`src/rtl/game2048_pkg.sv`:
```
// ============================================================================
// Package     : game2048_pkg
// Description : Shared types and constants for the 2048 move engine: tile and
//               board types, one-hot direction codes and scheduler states.
// Revision    : 1.0 - initial release
// ============================================================================
`default_nettype none

package game2048_pkg;

  localparam int DEF_TILE_W    = 12;
  localparam int DEF_SCORE_W   = 20;
  localparam int DEF_WIN_VALUE = 2048;

  typedef logic [DEF_TILE_W-1:0] tile_t;
  // board[row][col]
  typedef tile_t [3:0][3:0] board_t;

  localparam logic [3:0] DIR_TOP    = 4'b0001;
  localparam logic [3:0] DIR_BOTTOM = 4'b0010;
  localparam logic [3:0] DIR_LEFT   = 4'b0100;
  localparam logic [3:0] DIR_RIGHT  = 4'b1000;

  typedef enum logic [1:0] {
    ST_IDLE = 2'd0,
    ST_LINE = 2'd1,
    ST_DONE = 2'd2
  } sched_state_e;

endpackage

`default_nettype wire

```
`src/rtl/line_merge.sv`:
```
// ============================================================================
// Module      : line_merge
// Description : Combinational slide/merge of one 4-tile line toward element 0.
//               Non-zero tiles are compacted first, then equal neighbours are
//               merged once each, scanning from element 0.
// Ports       : line_i  - 4 input tiles, element 0 at the destination edge
//               line_o  - 4 result tiles
//               score_o - sum of the values produced by merges in this line
// Revision    : 1.0 - initial release
// ============================================================================
`default_nettype none

module line_merge #(
  parameter int TILE_W = 12
) (
  input  logic [3:0][TILE_W-1:0] line_i,
  output logic [3:0][TILE_W-1:0] line_o,
  output logic [TILE_W+1:0]      score_o
);

  // One spare zero entry so the pair look-ahead at element 3 stays in range.
  logic [4:0][TILE_W-1:0] w_comp;
  logic [2:0]             w_wr;
  logic [2:0]             w_wo;
  logic                   w_skip;
  logic [TILE_W:0]        w_sum;

  always_comb begin
    w_comp  = '0;
    w_wr    = '0;
    w_wo    = '0;
    w_skip  = 1'b0;
    w_sum   = '0;
    line_o  = '0;
    score_o = '0;

    for (int j = 0; j < 4; j++) begin
      if (line_i[j] != '0) begin
        w_comp[w_wr] = line_i[j];
        w_wr         = w_wr + 3'd1;
      end
    end

    for (int j = 0; j < 4; j++) begin
      w_sum = {1'b0, w_comp[j]} + {1'b0, w_comp[j+1]};
      if (w_skip) begin
        // Second tile of a pair already consumed by a merge.
        w_skip = 1'b0;
      end else if ((w_comp[j] != '0) && (w_comp[j] == w_comp[j+1]) && !w_sum[TILE_W]) begin
        // Merges that would overflow the tile width are inhibited.
        line_o[w_wo[1:0]] = w_sum[TILE_W-1:0];
        score_o           = score_o + {1'b0, w_sum};
        w_wo              = w_wo + 3'd1;
        w_skip            = 1'b1;
      end else begin
        line_o[w_wo[1:0]] = w_comp[j];
        w_wo              = w_wo + 3'd1;
      end
    end
  end

endmodule

`default_nettype wire

```
`src/rtl/move_merge_scheduler.sv`:
```
// ============================================================================
// Module      : move_merge_scheduler
// Description : Time-multiplexes one line_merge datapath across the four lines
//               of the 4x4 board, one line per clock, for a single move.
// Ports       : clk_i         - clock, rising edge
//               rst_ni        - asynchronous active-low reset
//               start_i       - move request, sampled in IDLE only
//               direction_i   - one-hot: 0001 top, 0010 bottom, 0100 left,
//                               1000 right
//               board_in_i    - board snapshot, sampled on accepted start
//               busy_o        - move in progress
//               done_o        - one-cycle pulse, results valid from here on
//               board_out_o   - moved and merged board
//               score_delta_o - sum of merged tile values (saturating)
//               moved_o       - result differs from the sampled board
//               win_tile_o    - some result tile >= WIN_VALUE
//               dir_err_o     - one-cycle pulse on start with bad direction
// Revision    : 1.0 - initial release
// ============================================================================
`default_nettype none

module move_merge_scheduler
  import game2048_pkg::*;
#(
  parameter int TILE_W    = DEF_TILE_W,
  parameter int SCORE_W   = DEF_SCORE_W,
  parameter int WIN_VALUE = DEF_WIN_VALUE
) (
  input  logic                           clk_i,
  input  logic                           rst_ni,
  input  logic                           start_i,
  input  logic [3:0]                     direction_i,
  input  logic [3:0][3:0][TILE_W-1:0]    board_in_i,
  output logic                           busy_o,
  output logic                           done_o,
  output logic [3:0][3:0][TILE_W-1:0]    board_out_o,
  output logic [SCORE_W-1:0]             score_delta_o,
  output logic                           moved_o,
  output logic                           win_tile_o,
  output logic                           dir_err_o
);

  localparam logic [TILE_W:0] C_WIN = (TILE_W+1)'(WIN_VALUE);

  sched_state_e                  state_q;
  logic [1:0]                    line_q;
  logic [3:0]                    dir_q;
  logic [3:0][3:0][TILE_W-1:0]   work_q;
  logic [3:0][3:0][TILE_W-1:0]   orig_q;
  logic [SCORE_W-1:0]            acc_q;

  logic [3:0][TILE_W-1:0]        line_in_d;
  logic [3:0][TILE_W-1:0]        line_out;
  logic [TILE_W+1:0]             line_score;
  logic [3:0][3:0][TILE_W-1:0]   work_d;
  logic [SCORE_W:0]              acc_sum;
  logic [SCORE_W-1:0]            acc_d;
  logic                          win_any;

  // Gather line line_q with element 0 at the edge tiles slide toward.
  always_comb begin
    line_in_d = '0;
    for (int e = 0; e < 4; e++) begin
      case (dir_q)
        DIR_RIGHT:  line_in_d[e] = work_q[line_q][2'(3-e)];
        DIR_TOP:    line_in_d[e] = work_q[2'(e)][line_q];
        DIR_BOTTOM: line_in_d[e] = work_q[2'(3-e)][line_q];
        default:    line_in_d[e] = work_q[line_q][2'(e)];
      endcase
    end
  end

  line_merge #(
    .TILE_W (TILE_W)
  ) u_line_merge (
    .line_i  (line_in_d),
    .line_o  (line_out),
    .score_o (line_score)
  );

  // Scatter the merged line back in the same orientation it was gathered.
  always_comb begin
    work_d = work_q;
    for (int e = 0; e < 4; e++) begin
      case (dir_q)
        DIR_RIGHT:  work_d[line_q][2'(3-e)] = line_out[e];
        DIR_TOP:    work_d[2'(e)][line_q]   = line_out[e];
        DIR_BOTTOM: work_d[2'(3-e)][line_q] = line_out[e];
        default:    work_d[line_q][2'(e)]   = line_out[e];
      endcase
    end
  end

  always_comb begin
    acc_sum = {1'b0, acc_q} + (SCORE_W+1)'(line_score);
    acc_d   = acc_sum[SCORE_W] ? '1 : acc_sum[SCORE_W-1:0];
  end

  always_comb begin
    win_any = 1'b0;
    for (int r = 0; r < 4; r++) begin
      for (int c = 0; c < 4; c++) begin
        if ({1'b0, work_q[r][c]} >= C_WIN) begin
          win_any = 1'b1;
        end
      end
    end
  end

  always_ff @(posedge clk_i or negedge rst_ni) begin
    if (!rst_ni) begin
      state_q       <= ST_IDLE;
      line_q        <= '0;
      dir_q         <= '0;
      work_q        <= '0;
      orig_q        <= '0;
      acc_q         <= '0;
      busy_o        <= 1'b0;
      done_o        <= 1'b0;
      board_out_o   <= '0;
      score_delta_o <= '0;
      moved_o       <= 1'b0;
      win_tile_o    <= 1'b0;
      dir_err_o     <= 1'b0;
    end else begin
      done_o    <= 1'b0;
      dir_err_o <= 1'b0;
      case (state_q)
        ST_IDLE: begin
          if (start_i) begin
            if ($onehot(direction_i)) begin
              work_q  <= board_in_i;
              orig_q  <= board_in_i;
              dir_q   <= direction_i;
              acc_q   <= '0;
              line_q  <= '0;
              busy_o  <= 1'b1;
              state_q <= ST_LINE;
            end else begin
              dir_err_o <= 1'b1;
            end
          end
        end
        ST_LINE: begin
          work_q <= work_d;
          acc_q  <= acc_d;
          line_q <= line_q + 2'd1;
          if (line_q == 2'd3) begin
            state_q <= ST_DONE;
          end
        end
        ST_DONE: begin
          done_o        <= 1'b1;
          board_out_o   <= work_q;
          score_delta_o <= acc_q;
          moved_o       <= (work_q != orig_q);
          win_tile_o    <= win_any;
          busy_o        <= 1'b0;
          state_q       <= ST_IDLE;
        end
        default: begin
          state_q <= ST_IDLE;
        end
      endcase
    end
  end

endmodule

`default_nettype wire
```
`config.mk`:
```
export PLATFORM = sky130hd
export DESIGN_NAME = move_merge_scheduler
export DESIGN_NICKNAME = d
export VERILOG_FILES = /design/src/rtl/game2048_pkg.sv /design/src/rtl/line_merge.sv /design/src/rtl/move_merge_scheduler.sv
export SDC_FILE = /design/constraint.sdc
export NUM_CORES = 2
export LEC_CHECK = 0
export ABC_AREA = 0
export CAP_MARGIN = 10
export CELL_PAD_IN_SITES_DETAIL_PLACEMENT = 0
export CELL_PAD_IN_SITES_GLOBAL_PLACEMENT = 1
export CORE_MARGIN = 4
export CORE_UTILIZATION = 47
export CTS_BUF_LIST = sky130_fd_sc_hd__clkbuf_4 sky130_fd_sc_hd__clkbuf_8 sky130_fd_sc_hd__clkbuf_16
export DETAILED_ROUTE_END_ITERATION = 8
export PLACE_DENSITY_LB_ADDON = 0.1
export SLEW_MARGIN = 20
export SYNTH_ARGS = -nofsm -noshare
export SYNTH_HDL_FRONTEND = slang
export SYNTH_SLANG_ARGS = --single-unit
```
`constraint.sdc`:
```
create_clock -name clk_i -period 17.45 [get_ports clk_i]
set_input_delay 4.3625 -clock clk_i [delete_from_list [all_inputs] [get_ports clk_i]]
set_output_delay 4.3625 -clock clk_i [all_outputs]
set_load 0.02 [all_outputs]
```
==> impl_metrics.xml <==
<?xml version="1.0" encoding="UTF-8"?>
<metrics>
  <group name="status">
    <metric name="outcome" unit="">complete, but fails checks</metric>
    <metric name="failed_checks" unit="">DRC</metric>
  </group>
  <group name="synthesis">
    <metric name="synth-seq-area-share" unit="%">41.8</metric>
    <metric name="synthFlopType" unit="">sky130_fd_sc_hd__dfrtp_1</metric>
    <metric name="count_of_flip_flops_with_a_built_in_enable_after_synthesis" unit="">0</metric>
    <metric name="asyncSetResetFlopFracSynth" unit="%">100</metric>
    <metric name="ys_seq_elements" unit="">629</metric>
    <metric name="mappedNetlistArea" unit="um2">37700</metric>
    <metric name="post_syn_instances" unit="">4415</metric>
    <metric name="synth-warning-count" unit="">0</metric>
    <metric name="netlist-cell-type-count" unit="">97</metric>
    <metric name="synth.avg_cell_area" unit="um2">8.53</metric>
  </group>
  <group name="sta">
    <metric name="rsz_0062_raised_after_global_routing" unit="">false</metric>
    <metric name="timing_max_transition_violations_final" unit="">0</metric>
    <metric name="hold_violations" unit="">0</metric>
    <metric name="report.final.setup_viol" unit="">0</metric>
    <metric name="slew_headroom" unit="%">7.29</metric>
    <metric name="final_period_minus_worst_setup_slack" unit="ns">13.92</metric>
    <metric name="max_freq" unit="MHz">71.8</metric>
    <metric name="worstMarginPinSlew" unit="ns">1.39</metric>
    <metric name="fin_skew" unit="ns">0.0442</metric>
    <metric name="share_of_the_cycle_needed_by_the_critical_path_after_routing" unit="%">79.8</metric>
    <metric name="setup_tns" unit="ns">0</metric>
  </group>
  <group name="cells_and_area">
    <metric name="fillers" unit="">7311</metric>
    <metric name="final_area" unit="um2">45300</metric>
    <metric name="multi_input_area" unit="um2">20400</metric>
    <metric name="mostFrequentLayoutCell" unit="">sky130_fd_sc_hd__nand2_1</metric>
    <metric name="final_core_utilization" unit="%">57.2</metric>
    <metric name="fin_nets" unit="">5039</metric>
    <metric name="post_route_cells_drive_above_1_share" unit="%">7.52</metric>
    <metric name="mostFrequentLayoutCells" unit="">sky130_fd_sc_hd__nand2_1, sky130_fd_sc_hd__dfrtp_1, sky130_fd_sc_hd__clkdlybuf4s50_1</metric>
    <metric name="ff_latch_area" unit="um2">15700</metric>
    <metric name="areaGrowthSynthToFinish" unit="%">20.4</metric>
  </group>
  <group name="detailed_routing">
    <metric name="drtIter0Drc" unit="">5722</metric>
    <metric name="vias" unit="">38231</metric>
    <metric name="route.detailed.drc" unit="">3</metric>
    <metric name="drt_first_pass_iters" unit="">9</metric>
    <metric name="routed_wire_length_per_instance" unit="um">32.6</metric>
    <metric name="route.final.wire_length" unit="um">190000</metric>
    <metric name="post_drt_via_cell_ratio" unit="">6.55</metric>
    <metric name="drtAntennaViolNets" unit="">0</metric>
  </group>
  <group name="critical_path">
    <metric name="data_arrival_time_of_the_worst_path" unit="ns">14.44</metric>
    <metric name="startpoint_type" unit="">flip-flop</metric>
    <metric name="slowest_delay" unit="ns">0.64</metric>
    <metric name="r2r_cells" unit="">49</metric>
    <metric name="worst_path_max_delay_cell" unit="">sky130_fd_sc_hd__dfrtp_2</metric>
    <metric name="crit_fanout" unit="">50</metric>
    <metric name="cp.required" unit="ns">17.97</metric>
    <metric name="end_kind" unit="">flip-flop</metric>
    <metric name="worst-setup-path-type" unit="">flip-flop to flip-flop</metric>
  </group>
  <group name="floorplan">
    <metric name="die_h" unit="um">291</metric>
    <metric name="design.die.area" unit="um2">84700</metric>
    <metric name="start_util" unit="%">47.5</metric>
    <metric name="floorplan.core_area" unit="um2">79300</metric>
    <metric name="pin_count" unit="">416</metric>
    <metric name="site_row_count" unit="">103</metric>
    <metric name="dieWidth" unit="um">291</metric>
  </group>
  <group name="clock_tree">
    <metric name="clk-insertion-delay-late" unit="ns">0.65</metric>
    <metric name="tritoncts" unit="">yes</metric>
    <metric name="clock-root-buffer" unit="">sky130_fd_sc_hd__clkbuf_16</metric>
    <metric name="h-tree-depth" unit="">3</metric>
    <metric name="clock_path_buffers" unit="">3</metric>
    <metric name="clock_sink_count" unit="">629</metric>
    <metric name="post_cts.resized_instances" unit="">0</metric>
    <metric name="cts.hold.buffers_added" unit="">0</metric>
    <metric name="cts_inserted_buffers" unit="">70</metric>
    <metric name="post_cts_buffers" unit="">0</metric>
    <metric name="clkSlewWorstSetupHoldPaths" unit="ns">0.07</metric>
  </group>
  <group name="global_routing">
    <metric name="via_count_of_the_first_global_routing_pass" unit="">36192</metric>
    <metric name="pin_count_of_the_biggest_net_entering_global_routing" unit="">109</metric>
    <metric name="number_of_antenna_violations_at_the_first_check_in_global_routing" unit="">16</metric>
    <metric name="grtUsageTotal" unit="%">43.5</metric>
    <metric name="grt_pass1_wl" unit="um">268000</metric>
    <metric name="globalRoute.totalOverflow" unit="">0</metric>
  </group>
  <group name="place">
    <metric name="place.detailed.hpwl" unit="um">143000</metric>
    <metric name="count_of_buffers_inserted_at_the_top_level_ports" unit="">415</metric>
    <metric name="gp_congestion" unit="">1.08</metric>
    <metric name="post_dp_cell_area" unit="um2">42800</metric>
  </group>
  <group name="worst_hold_path">
    <metric name="hold_path_depth" unit="">2</metric>
    <metric name="type_of_the_worst_min_delay_path" unit="">flip-flop to flip-flop</metric>
  </group>
  <group name="flow_run">
    <metric name="drv.max_cap_violation_count" unit="">0</metric>
  </group>
</metrics>
-- path summary, 6_finish.rpt --
check                                       startpoint                            to  slack, ns
setup / recovery                 line_q[1]$_DFFE_PN0P_         acc_q[11]$_DFFE_PN0P_       3.53
hold / removal             board_out_o[22]$_DFFE_PN0P_   board_out_o[22]$_DFFE_PN0P_       0.47
setup reg to reg                 line_q[1]$_DFFE_PN0P_         acc_q[11]$_DFFE_PN0P_       3.53
hold reg to reg            board_out_o[22]$_DFFE_PN0P_   board_out_o[22]$_DFFE_PN0P_       0.47
max in group asynchronous                       rst_ni  board_out_o[125]$_DFFE_PN0P_      10.57
min in group asynchronous                       rst_ni   board_out_o[12]$_DFFE_PN0P_       3.76
-- stage by stage --
stage,hold WS (ns),cells,setup WS [ns]
2_1_floorplan,0.463,4416,5.88
3_3_place_gp,0.457,5699,4.17
3_5_place_dp,0.461,5699,3.94
4_1_cts,0.477,5825,3.85
5_1_grt,0.492,5828,2.89
6_report,0.473,5838,3.53
-- flip-flops by register name (all words and copies together) (netlist names) --
name / flops
board_out_o: 192
orig_q: 192
work_q: 192
acc_q: 20
score_delta_o: 20
dir_q: 4
line_q: 2
state_q: 2
busy_o: 1
dir_err_o: 1
done_o: 1
moved_o: 1
win_tile_o: 1
-- per-layer routing --
layer | global-route usage [%] | part of all wire, % | vias up
met5 | 0 | 0.047 | -
met4 | 26.3 | 8.0 | 10
met3 | 17.7 | 14 | 741
met2 | 60.1 | 40 | 2808
met1 | 56.9 | 38 | 18594
li1 | - | - | 16078
-- kinds of logic (layout without fill, tap and decap cells) --
logic type | count (synthesis) | count (layout) | synth area share, %
other | 1 | 15 | 0.00996
flip-flops | 629 | 629 | 41.8
AO/OA/AOI/OAI | 961 | 961 | 17.7
AND/OR/NAND/NOR | 1937 | 1937 | 21.9
buffers and inverters | 436 | 795 | 4.65
adder cells (fa/ha/maj) | 119 | 119 | 4.15
multiplexers | 140 | 140 | 5.36
XOR/XNOR | 192 | 192 | 4.47
-- cell type report --
type | instances | share of cell area, %
clock buffers | 104 | 4.67
flip-flops and latches | 629 | 34.7
diodes | 13 | 0.0718
repair buffers | 493 | 10.5
multi-input cells | 3351 | 45.0
inverters | 176 | 1.47
well taps | 1050 | 2.90
clock inverters | 22 | 0.712
-- cell usage after synthesis, types with 13 or more instances --
cell | number | area [um2]
sky130_fd_sc_hd__a21boi_0 | 20 | 150
sky130_fd_sc_hd__a21o_1 | 36 | 270
sky130_fd_sc_hd__a21oi_1 | 137 | 686
sky130_fd_sc_hd__a221o_1 | 23 | 230
sky130_fd_sc_hd__a221oi_1 | 26 | 228
sky130_fd_sc_hd__a222oi_1 | 43 | 430
sky130_fd_sc_hd__a22o_1 | 15 | 131
sky130_fd_sc_hd__a22oi_1 | 19 | 143
sky130_fd_sc_hd__a31oi_1 | 37 | 231
sky130_fd_sc_hd__and2_1 | 42 | 263
sky130_fd_sc_hd__and3_1 | 14 | 87.6
sky130_fd_sc_hd__buf_1 | 19 | 71.3
sky130_fd_sc_hd__buf_2 | 27 | 135
sky130_fd_sc_hd__clkbuf_1 | 199 | 747
sky130_fd_sc_hd__dfrtp_1 | 629 | 15700
sky130_fd_sc_hd__ha_1 | 109 | 1360
sky130_fd_sc_hd__inv_1 | 173 | 649
sky130_fd_sc_hd__mux2_2 | 22 | 248
sky130_fd_sc_hd__mux2i_1 | 69 | 691
sky130_fd_sc_hd__mux4_2 | 47 | 1060
sky130_fd_sc_hd__nand2_1 | 1346 | 5050
sky130_fd_sc_hd__nand3_1 | 50 | 250
sky130_fd_sc_hd__nand4_1 | 32 | 200
sky130_fd_sc_hd__nor2_1 | 210 | 788
sky130_fd_sc_hd__nor3_1 | 63 | 315
sky130_fd_sc_hd__nor3b_1 | 16 | 120
sky130_fd_sc_hd__nor4_1 | 60 | 375
sky130_fd_sc_hd__o211a_1 | 13 | 130
sky130_fd_sc_hd__o211ai_1 | 60 | 450
sky130_fd_sc_hd__o21ai_0 | 246 | 1230
sky130_fd_sc_hd__o21ai_1 | 15 | 75.1
sky130_fd_sc_hd__o21bai_1 | 27 | 203
sky130_fd_sc_hd__o221ai_1 | 54 | 473
sky130_fd_sc_hd__o22ai_1 | 45 | 282
sky130_fd_sc_hd__o2bb2ai_1 | 15 | 131
sky130_fd_sc_hd__or2_2 | 15 | 93.8
sky130_fd_sc_hd__or3_1 | 17 | 106
sky130_fd_sc_hd__xnor2_1 | 105 | 920
sky130_fd_sc_hd__xor2_1 | 87 | 762
-- critical path, delay by kind of cell, from the launching register on --
family,cells,cell delay (ns)
adders and majority gates,6,2.06
buffers and inverters,6,1.87
DFF,1,0.64
AOI/OAI and AO/OA,20,4.65
and+or+nand+nor,11,3.02
muxes,3,1.09
xor gates and xnor gates,3,0.41
Power is left out: the tool's default activity adds up to more than one toggle a clock period on the data nets, which glitch-free logic cannot reach.
